--- src/rtl/regfile_pkg.sv ---
// Shared types and helpers for the multi-port register file (regfile_mp).
package regfile_pkg;

  typedef enum logic {
    INIT = 1'b0,
    RUN  = 1'b1
  } rf_state_t;

  localparam int DATA_W_DEF   = 32;
  localparam int ADDR_W_DEF   = 5;
  localparam int NUM_RD_DEF   = 2;
  localparam int NUM_WR_DEF   = 2;
  localparam int ZERO_REG_DEF = 1;

  // Upper bound on write ports the priority helper can handle.
  localparam int MAX_WR = 16;

  // Index of the highest set bit in mask (0 when mask is empty).
  // Higher port index always wins, so scanning upward keeps the last hit.
  function automatic int unsigned prio_sel(input logic [MAX_WR-1:0] mask);
    int unsigned idx;
    idx = 0;
    for (int i = 0; i < MAX_WR; i++) begin
      if (mask[i]) idx = unsigned'(i);
    end
    return idx;
  endfunction

  // Width of a port index; never narrower than one bit.
  function automatic int idx_w(input int n);
    return (n > 1) ? $clog2(n) : 1;
  endfunction

endpackage

--- src/rtl/regfile_mp_if.sv ---
// Decode/writeback-facing bus of the register file: read ports, write ports,
// readiness and last-write debug probe. slave = register file, master = user.
interface regfile_mp_if #(
  parameter int DATA_W = regfile_pkg::DATA_W_DEF,
  parameter int ADDR_W = regfile_pkg::ADDR_W_DEF,
  parameter int NUM_RD = regfile_pkg::NUM_RD_DEF,
  parameter int NUM_WR = regfile_pkg::NUM_WR_DEF
) ();

  logic [NUM_RD*ADDR_W-1:0] rd_addr;
  logic [NUM_RD*DATA_W-1:0] rd_data;
  logic [NUM_WR-1:0]        wr_en;
  logic [NUM_WR*ADDR_W-1:0] wr_addr;
  logic [NUM_WR*DATA_W-1:0] wr_data;
  logic                     ready;
  logic [ADDR_W-1:0]        probe_addr;
  logic [DATA_W-1:0]        probe_data;
  logic [15:0]              wr_count;

  modport slave (
    input  rd_addr, wr_en, wr_addr, wr_data,
    output rd_data, ready, probe_addr, probe_data, wr_count
  );

  modport master (
    output rd_addr, wr_en, wr_addr, wr_data,
    input  rd_data, ready, probe_addr, probe_data, wr_count
  );

endinterface

--- src/rtl/regfile_wr_arb.sv ---
// Write-port arbiter: drops zero-register writes, resolves same-address
// conflicts (highest enabled port index wins) and reports the surviving
// commit mask, the highest-index committing port and the commit count.
module regfile_wr_arb
  import regfile_pkg::*;
#(
  parameter  int ADDR_W   = ADDR_W_DEF,
  parameter  int NUM_WR   = NUM_WR_DEF,
  parameter  int ZERO_REG = ZERO_REG_DEF,
  localparam int IDX_W    = regfile_pkg::idx_w(NUM_WR),
  localparam int CNT_W    = $clog2(NUM_WR + 1)
) (
  input  logic [NUM_WR-1:0]        en_i,
  input  logic [NUM_WR*ADDR_W-1:0] addr_i,
  output logic [NUM_WR-1:0]        commit_o,
  output logic [IDX_W-1:0]         winner_o,
  output logic [CNT_W-1:0]         count_o,
  output logic                     any_o
);

  logic [ADDR_W-1:0] addr [NUM_WR];

  for (genvar j = 0; j < NUM_WR; j++) begin : g_addr
    assign addr[j] = addr_i[j*ADDR_W +: ADDR_W];
  end

  // A port commits unless it targets the zero register or a higher port
  // is also writing the same address this cycle.
  always_comb begin
    // NOTE: every output gets a default first so no path leaves it unassigned (no latch).
    commit_o = '0;
    for (int j = 0; j < NUM_WR; j++) begin
      commit_o[j] = en_i[j] && !((ZERO_REG != 0) && (addr[j] == '0));
      for (int i = j + 1; i < NUM_WR; i++) begin
        if (en_i[i] && (addr[i] == addr[j])) commit_o[j] = 1'b0;
      end
    end
  end

  // Surviving ports all target distinct addresses, so the popcount is the
  // number of registers updated this cycle.
  always_comb begin
    count_o = '0;
    for (int j = 0; j < NUM_WR; j++) begin
      count_o = count_o + CNT_W'(commit_o[j]);
    end
  end

  assign any_o    = |commit_o;
  assign winner_o = IDX_W'(prio_sel(MAX_WR'(commit_o)));

endmodule

--- src/rtl/regfile_mp.sv ---
// Parametrised multi-port register file for the MIPS datapath.
// After reset a sweep loads register[i] = i (one register per cycle), then
// ready rises and the file serves combinational reads and prioritised writes.
// Optional build macro: REGFILE_BYPASS_EN enables write-to-read forwarding.
module regfile_mp
  import regfile_pkg::*;
#(
  parameter int DATA_W   = DATA_W_DEF,
  parameter int ADDR_W   = ADDR_W_DEF,
  parameter int NUM_RD   = NUM_RD_DEF,
  parameter int NUM_WR   = NUM_WR_DEF,
  parameter int ZERO_REG = ZERO_REG_DEF
) (
  input logic         clk,
  input logic         rst,
  regfile_mp_if.slave bus
);

  localparam int DEPTH = 2 ** ADDR_W;
  localparam int IDX_W = regfile_pkg::idx_w(NUM_WR);
  localparam int CNT_W = $clog2(NUM_WR + 1);

  rf_state_t         state_q, state_d;
  logic [ADDR_W-1:0] init_idx_q, init_idx_d;
  logic              run, init_we;

  logic [ADDR_W-1:0] probe_addr_q, probe_addr_d;
  logic [DATA_W-1:0] probe_data_q, probe_data_d;
  logic [15:0]       wr_count_q, wr_count_d;

  logic [DATA_W-1:0] mem_q [DEPTH];

  logic [ADDR_W-1:0] ra [NUM_RD];
  logic [ADDR_W-1:0] wa [NUM_WR];
  logic [DATA_W-1:0] wd [NUM_WR];
  logic [NUM_RD*DATA_W-1:0] rd_flat;

  logic [NUM_WR-1:0] arb_en, commit;
  logic [IDX_W-1:0]  winner;
  logic [CNT_W-1:0]  commit_cnt;
  logic              commit_any;

  for (genvar k = 0; k < NUM_RD; k++) begin : g_rd_unpack
    assign ra[k] = bus.rd_addr[k*ADDR_W +: ADDR_W];
  end

  for (genvar j = 0; j < NUM_WR; j++) begin : g_wr_unpack
    assign wa[j] = bus.wr_addr[j*ADDR_W +: ADDR_W];
    assign wd[j] = bus.wr_data[j*DATA_W +: DATA_W];
  end

  // FSM state register: sweep state and index restart on reset.
  always_ff @(posedge clk) begin
    // NOTE: sequential state uses non-blocking assignments so every flop samples pre-edge values.
    if (!rst) begin
      state_q    <= INIT;
      init_idx_q <= '0;
    end else begin
      state_q    <= state_d;
      init_idx_q <= init_idx_d;
    end
  end

  // FSM next state: walk every address once, then settle in RUN.
  always_comb begin
    state_d    = state_q;
    init_idx_d = init_idx_q;
    case (state_q)
      INIT: begin
        init_idx_d = init_idx_q + ADDR_W'(1);
        if (init_idx_q == ADDR_W'(DEPTH - 1)) state_d = RUN;
      end
      RUN:     state_d = RUN;
      default: state_d = INIT;
    endcase
  end

  // FSM outputs: sweep write strobe and run/ready flag.
  always_comb begin
    run     = (state_q == RUN);
    init_we = (state_q == INIT);
  end

  // No write is allowed to commit during the sweep or a reset cycle.
  assign arb_en = bus.wr_en & {NUM_WR{run && rst}};

  regfile_wr_arb #(
    .ADDR_W   (ADDR_W),
    .NUM_WR   (NUM_WR),
    .ZERO_REG (ZERO_REG)
  ) u_wr_arb (
    .en_i     (arb_en),
    .addr_i   (bus.wr_addr),
    .commit_o (commit),
    .winner_o (winner),
    .count_o  (commit_cnt),
    .any_o    (commit_any)
  );

  // Probe/counter next state: follow the winning write, hold otherwise.
  always_comb begin
    probe_addr_d = probe_addr_q;
    probe_data_d = probe_data_q;
    wr_count_d   = wr_count_q + 16'(commit_cnt);
    if (commit_any) begin
      probe_addr_d = wa[winner];
      probe_data_d = wd[winner];
    end
  end

  // Probe/counter registers.
  always_ff @(posedge clk) begin
    if (!rst) begin
      probe_addr_q <= '0;
      probe_data_q <= '0;
      wr_count_q   <= '0;
    end else begin
      probe_addr_q <= probe_addr_d;
      probe_data_q <= probe_data_d;
      wr_count_q   <= wr_count_d;
    end
  end

  // Storage array: sweep initialisation or arbitrated writes.
  always_ff @(posedge clk) begin
    // NOTE: the array has no reset branch; the init sweep gives it known contents.
    if (rst) begin
      if (init_we) mem_q[init_idx_q] <= DATA_W'(init_idx_q);
      for (int j = 0; j < NUM_WR; j++) begin
        if (commit[j]) mem_q[wa[j]] <= wd[j];
      end
    end
  end

  // Read ports: zero during the sweep, zero register, optional forwarding.
  always_comb begin
    rd_flat = '0;
    for (int k = 0; k < NUM_RD; k++) begin
      if (run && !((ZERO_REG != 0) && (ra[k] == '0))) begin
        rd_flat[k*DATA_W +: DATA_W] = mem_q[ra[k]];
`ifdef REGFILE_BYPASS_EN
        // Committing ports have distinct addresses, so at most one matches.
        for (int j = 0; j < NUM_WR; j++) begin
          if (commit[j] && (wa[j] == ra[k])) rd_flat[k*DATA_W +: DATA_W] = wd[j];
        end
`else
        // Same-cycle writes are not forwarded; reads see the pre-edge value.
`endif
      end
    end
  end

  assign bus.rd_data    = rd_flat;
  assign bus.ready      = run;
  assign bus.probe_addr = probe_addr_q;
  assign bus.probe_data = probe_data_q;
  assign bus.wr_count   = wr_count_q;

endmodule
--- src/flat_wrapper.sv ---
// flat-port wrapper written by rule: the top's interface ports become plain ports
module regfile_mp_flat import regfile_pkg::*;
#(
  parameter int DATA_W   = DATA_W_DEF,
  parameter int ADDR_W   = ADDR_W_DEF,
  parameter int NUM_RD   = NUM_RD_DEF,
  parameter int NUM_WR   = NUM_WR_DEF,
  parameter int ZERO_REG = ZERO_REG_DEF
)
  (clk, rst, bus_rd_addr, bus_wr_en, bus_wr_addr, bus_wr_data, bus_rd_data, bus_ready, bus_probe_addr, bus_probe_data, bus_wr_count);
  regfile_mp_if #(.DATA_W(DATA_W), .ADDR_W(ADDR_W), .NUM_RD(NUM_RD), .NUM_WR(NUM_WR)) bus_i ();
  input logic clk;
  input logic rst;
  input wire logic [$bits(bus_i.rd_addr)-1:0] bus_rd_addr;
  input wire logic [$bits(bus_i.wr_en)-1:0] bus_wr_en;
  input wire logic [$bits(bus_i.wr_addr)-1:0] bus_wr_addr;
  input wire logic [$bits(bus_i.wr_data)-1:0] bus_wr_data;
  output wire logic [$bits(bus_i.rd_data)-1:0] bus_rd_data;
  output wire logic [$bits(bus_i.ready)-1:0] bus_ready;
  output wire logic [$bits(bus_i.probe_addr)-1:0] bus_probe_addr;
  output wire logic [$bits(bus_i.probe_data)-1:0] bus_probe_data;
  output wire logic [$bits(bus_i.wr_count)-1:0] bus_wr_count;
  assign bus_i.rd_addr = bus_rd_addr;
  assign bus_i.wr_en = bus_wr_en;
  assign bus_i.wr_addr = bus_wr_addr;
  assign bus_i.wr_data = bus_wr_data;
  assign bus_rd_data = bus_i.rd_data;
  assign bus_ready = bus_i.ready;
  assign bus_probe_addr = bus_i.probe_addr;
  assign bus_probe_data = bus_i.probe_data;
  assign bus_wr_count = bus_i.wr_count;
  regfile_mp #(.DATA_W(DATA_W), .ADDR_W(ADDR_W), .NUM_RD(NUM_RD), .NUM_WR(NUM_WR), .ZERO_REG(ZERO_REG)) u_core (.clk(clk), .rst(rst), .bus(bus_i));
endmodule
--- config.mk ---
export PLATFORM = sky130hd
export DESIGN_NAME = regfile_mp_flat
export DESIGN_NICKNAME = d
export VERILOG_FILES = /design/src/rtl/regfile_pkg.sv /design/src/rtl/regfile_mp_if.sv /design/src/rtl/regfile_wr_arb.sv /design/src/rtl/regfile_mp.sv /design/src/flat_wrapper.sv
export SDC_FILE = /design/constraint.sdc
export NUM_CORES = 2
export LEC_CHECK = 0
export CAP_MARGIN = 20
export CORE_ASPECT_RATIO = 1.4
export CORE_MARGIN = 10
export CORE_UTILIZATION = 40
export CTS_BUF_LIST = sky130_fd_sc_hd__clkbuf_4 sky130_fd_sc_hd__clkbuf_8
export DETAILED_ROUTE_END_ITERATION = 6
export GPL_TIMING_DRIVEN = 0
export PLACE_DENSITY = 0.67
export SLEW_MARGIN = 10
export SYNTH_ARGS = -nofsm -noshare
export SYNTH_HDL_FRONTEND = slang
export SYNTH_SLANG_ARGS = --single-unit
--- constraint.sdc ---
create_clock -name clk -period 8 [get_ports clk]
set_input_delay 2.4 -clock clk [delete_from_list [all_inputs] [get_ports clk]]
set_output_delay 2.4 -clock clk [all_outputs]
set_load 0.005 [all_outputs]
==> summary by stage <==
Detailed routing
In this run, the number of DRC markers left after iteration 0 of detailed routing was slightly below 8,000. The vias after detailed routing is 52,950. The number of vias per cell after detailed routing is between 6 and 7.

After detailed routing, the average wire length per cell comes to around 33 um. Wires add up to roughly 270,000 um. The first-pass iteration count of the detailed router is 6. The count of nets left with antenna violations once routing finished came out at 0. In the routed design, unresolved DRC markers number 0.

Floorplan
Measured along the x axis, the die boundary spans ~350 um. The vertical die dimension is between 400 and 500 um. After floorplanning, the core was sized to cover ~150,000 um2. The initial utilization of the core area, before any placement, comes to 0.4027.

The total die area is between 150,000 and 200,000 um2. The count of pins on the block boundary is just over 200. The row count is between 150 and 200.

Critical path
The worst setup path is launched from an input pin. The critical path class is in -> out. Of all nets on the critical path, the largest fanout is 10.

The required time at the endpoint of the critical path is ~5.6 ns. The kind of capture point of the worst setup path is an output port. The signal arrival time at the worst endpoint is 5.68 ns.

Synth
The area fraction of the dominant cell type after synthesis is 0.5029. Of all flip-flops after synthesis, the portion carrying an async set or reset was 0. The mapped cell area is about 61,000 um2. The largest family of logic cells by synthesized area is multiplexers. The part of the Yosys area used for sequential elements is 0.5222. The synthesized-area fraction occupied by ao, oa, aoi and oai cells is 0.1637.

The post-synthesis cell type with the largest combined area is sky130_fd_sc_hd__edfxtp_1. Counting flops with a built-in enable in the synthesized netlist gives between 1,000 and 1,500. The total of warnings raised by yosys is 0. Counting flops and latches in the post-synthesis netlist gives 1,083. Synthesis produced a netlist whose cell count is between 5,000 and 6,000. The number of nets in the synthesized netlist is about 5,700. The count of unique library cells instantiated by Yosys is 56. Dividing the synthesized area by the synthesized cell count gives 10.96 um2. Yosys attributes the largest share of cell area to sky130_fd_sc_hd__edfxtp_1, sky130_fd_sc_hd__mux4_2, sky130_fd_sc_hd__mux2i_1, sky130_fd_sc_hd__o21ai_0, sky130_fd_sc_hd__nand2_1. Of the total synthesized cell area, the portion taken by full adders, half adders and majority gates is 0.0009413. The leading cell type by number of instances after synthesis is sky130_fd_sc_hd__edfxtp_1.

After synthesis, the most frequently instantiated cells are sky130_fd_sc_hd__edfxtp_1, sky130_fd_sc_hd__nand2_1, sky130_fd_sc_hd__o21ai_0. The multiplexer area fraction after synthesis is 0.1800. The predominant post-synthesis flop cell is sky130_fd_sc_hd__edfxtp_1. Of the total synthesized cell area, the portion taken by AND, OR, NAND and NOR gates is 0.08540. The fraction of synthesized cell area in xor and xnor cells is 0.002578.

Placement
In this run the cell area measured after placement is ~67,000 um2. During placement, the flow inserted port buffers numbering between 150 and 200. The detailed-placement wirelength estimate is between 200,000 and 250,000 um.

The weighted congestion reported at the end of routability-driven placement is 1.008.

Pwr
For this design the ratio of total power to cell area is 174.5 nW/um2. The largest vdd supply drop is between 0.1 and 0.15 mV. In this run the static leakage power is approximately 23 nW.

Hold path
The path category of the worst min-delay check is reg -> reg.

Global route
The via count of the first global-routing pass came to 51,060. The total grt overflow is 0. Entering global routing, the biggest net connects 25 pins. The number of antenna violations at the first check in global routing came to 21. The first global-routing pass estimated approximately 370,000 um of wire. In the global route stage, overall resource usage came out at 0.3035.

STA
The clock arrives with 0.03242 ns of skew. In this run the tightest slew margin relative to its limit is 0.06459. In the finished design, the share of the clock period the worst path needs comes to 1.011. Setup repair after global routing left no endpoint under its margin.

The final setup violation count is 18. The number of endpoints with negative hold slack in the final report was 0. The highest clock frequency the design can meet is about 0.12 GHz. At the pin with the least slew margin, the transition time is about 1.4 ns. The final number of max-transition violations is 0. The worst hold margin is roughly 0.48 ns. After layout, the minimum clock period comes to about 8 ns. After layout, the worst setup slack is -0.08408 ns.

Cells and area
The layout-stage area growth over the synthesis result is 18.59%. The share of cells above drive strength 1 is 0.1708. The finished cells cover a little over 70,000 um2.

The number of nets in the finished design is between 6,000 and 7,000. Fill cells in the final layout number ~14,000.

Job
The max-capacitance violation count is 0.

Clocking
The number of sinks driven by the clock tree is between 1,000 and 1,500. TritonCTS built the clock tree. Counting along the longest clock path gives a buffer depth of 3. The number of hold buffers added after cts is 0. The total CTS buffers is approximately 160. The level count of the clock H-tree is 4. The clock reaches the later pin of the worst-skew pair after 0.92 ns. The count of buffers added by post-CTS timing repair for setup is 0. The clock-pin slew on the worst setup and hold paths is ~0.07 ns. The tree is rooted in a sky130_fd_sc_hd__clkbuf_8.

Run status
The checks that failed: setup timing. The run finished, with violations left.
==> registers in the layout, summed over array words and instances (netlist names) <==
signal                 cells
u_core.mem_q            1024
u_core.bus.probe_data     32
u_core.bus.wr_count       16
u_core.bus.probe_addr      5
u_core.init_idx_q          5
u_core.bus.ready           1
==> metrics by stage <==
step	total power [mW]	cells	setup TNS [ns]	utilization	worst slack (ns)
CTS	12.55	8113	-0.2940	0.4743	-0.1087
detailed placement	7.374	7817	-61.91	0.4425	-1.346
global route	12.87	8122	0	0.4774	0.008801
finish	12.65	8134	-0.6126	0.4776	-0.08408
floorplan	6.900	5580	0	-	1.482
global placement	7.327	7743	-1508.76	0.4319	-2.046
==> layout make-up <==
cell class / count / area [um2] / share of cell area
plain buffers: 645 / 2853 / 0.03934
well taps: 1966 / 2460 / 0.03393
diodes: 14 / 35.03 / 0.0004832
repair buffers: 278 / 3249 / 0.04481
clock inverters: 79 / 912.1 / 0.01258
inverters: 46 / 172.7 / 0.002381
flip-flops and latches: 1083 / 31930 / 0.4404
clock buffers: 217 / 2705 / 0.03731
multi-input cells: 3806 / 28190 / 0.3888
==> worst paths after layout <==
path                                                from  slack (ns)  depth (start not counted)                       end
worst max register to register          u_core.bus.ready        3.51                          6      u_core.mem_q[31][29]
worst max-delay path                      bus_rd_addr[0]       -0.08                          9            bus_rd_data[4]
worst min register to register  u_core.bus.probe_data[1]        0.48                          2  u_core.bus.probe_data[1]
worst min-delay path            u_core.bus.probe_data[1]        0.48                          2  u_core.bus.probe_data[1]
==> worst max-delay path, stage by stage <==
cell                              delay (ns)
sky130_fd_sc_hd__buf_2                  0.19
sky130_fd_sc_hd__buf_2                  0.46
sky130_fd_sc_hd__buf_4                  0.48
sky130_fd_sc_hd__buf_4                  0.46
sky130_fd_sc_hd__mux2i_1                0.15
sky130_fd_sc_hd__o221ai_1               0.38
sky130_fd_sc_hd__o22ai_1                0.17
sky130_fd_sc_hd__o31ai_2                0.37
sky130_fd_sc_hd__clkdlybuf4s50_1        0.59
==> per-layer routing <==
metal	global-route usage	up-vias	routed length, um
met1	0.3515	26200	90580
met2	0.4808	3738	120300
met5	0	-	165
li1	-	22150	-
met4	0.2095	13	21010
met3	0.09196	850	32990
==> what timing repair did <==
action / CTS / global route
pin swaps: 2 / 5
setup endpoints to repair: 64 / 56
gates resized for setup: 303 / 89
==> layout by cell type (no fill, tap or decap), drive strengths merged, types with 9 or more instances in the layout <==
master / synthesis / final
clkinv: 0 / 46
a31oi: 35 / 35
or3: 68 / 68
o221ai: 256 / 256
dlygate4sd2: 0 / 10
nand3: 13 / 13
diode: 0 / 14
mux4: 256 / 256
mux2i: 522 / 522
buf: 142 / 224
clkdlybuf4s50: 0 / 181
o31ai: 69 / 69
nand2: 947 / 947
xnor2: 10 / 10
a21oi: 289 / 289
o22ai: 130 / 130
o21ai: 905 / 905
dfxtp: 59 / 59
and2: 15 / 15
edfxtp: 1024 / 1024
clkbuf: 503 / 719
bufinv: 0 / 20
inv: 46 / 51
nor2: 202 / 202
and3: 9 / 9
==> logic make-up (layout without fill, tap and decap cells) <==
family	Yosys count	after routing
compound gates	1712	1712
xor+xnor	18	18
fa+ha+maj	4	4
buf+inv	691	1265
flops	1083	1083
mux	778	778
other cells	0	14
simple gates	1294	1294
==> power by group <==
| part | switching, mW | total [mW] | internal, mW |
|---|---|---|---|
| sequential | 0.0189 | 6.18 | 6.16 |
| combinational | 0.815 | 1.21 | 0.391 |
| clock | 2.41 | 5.27 | 2.86 |
(Power assumes the default switching activity.)
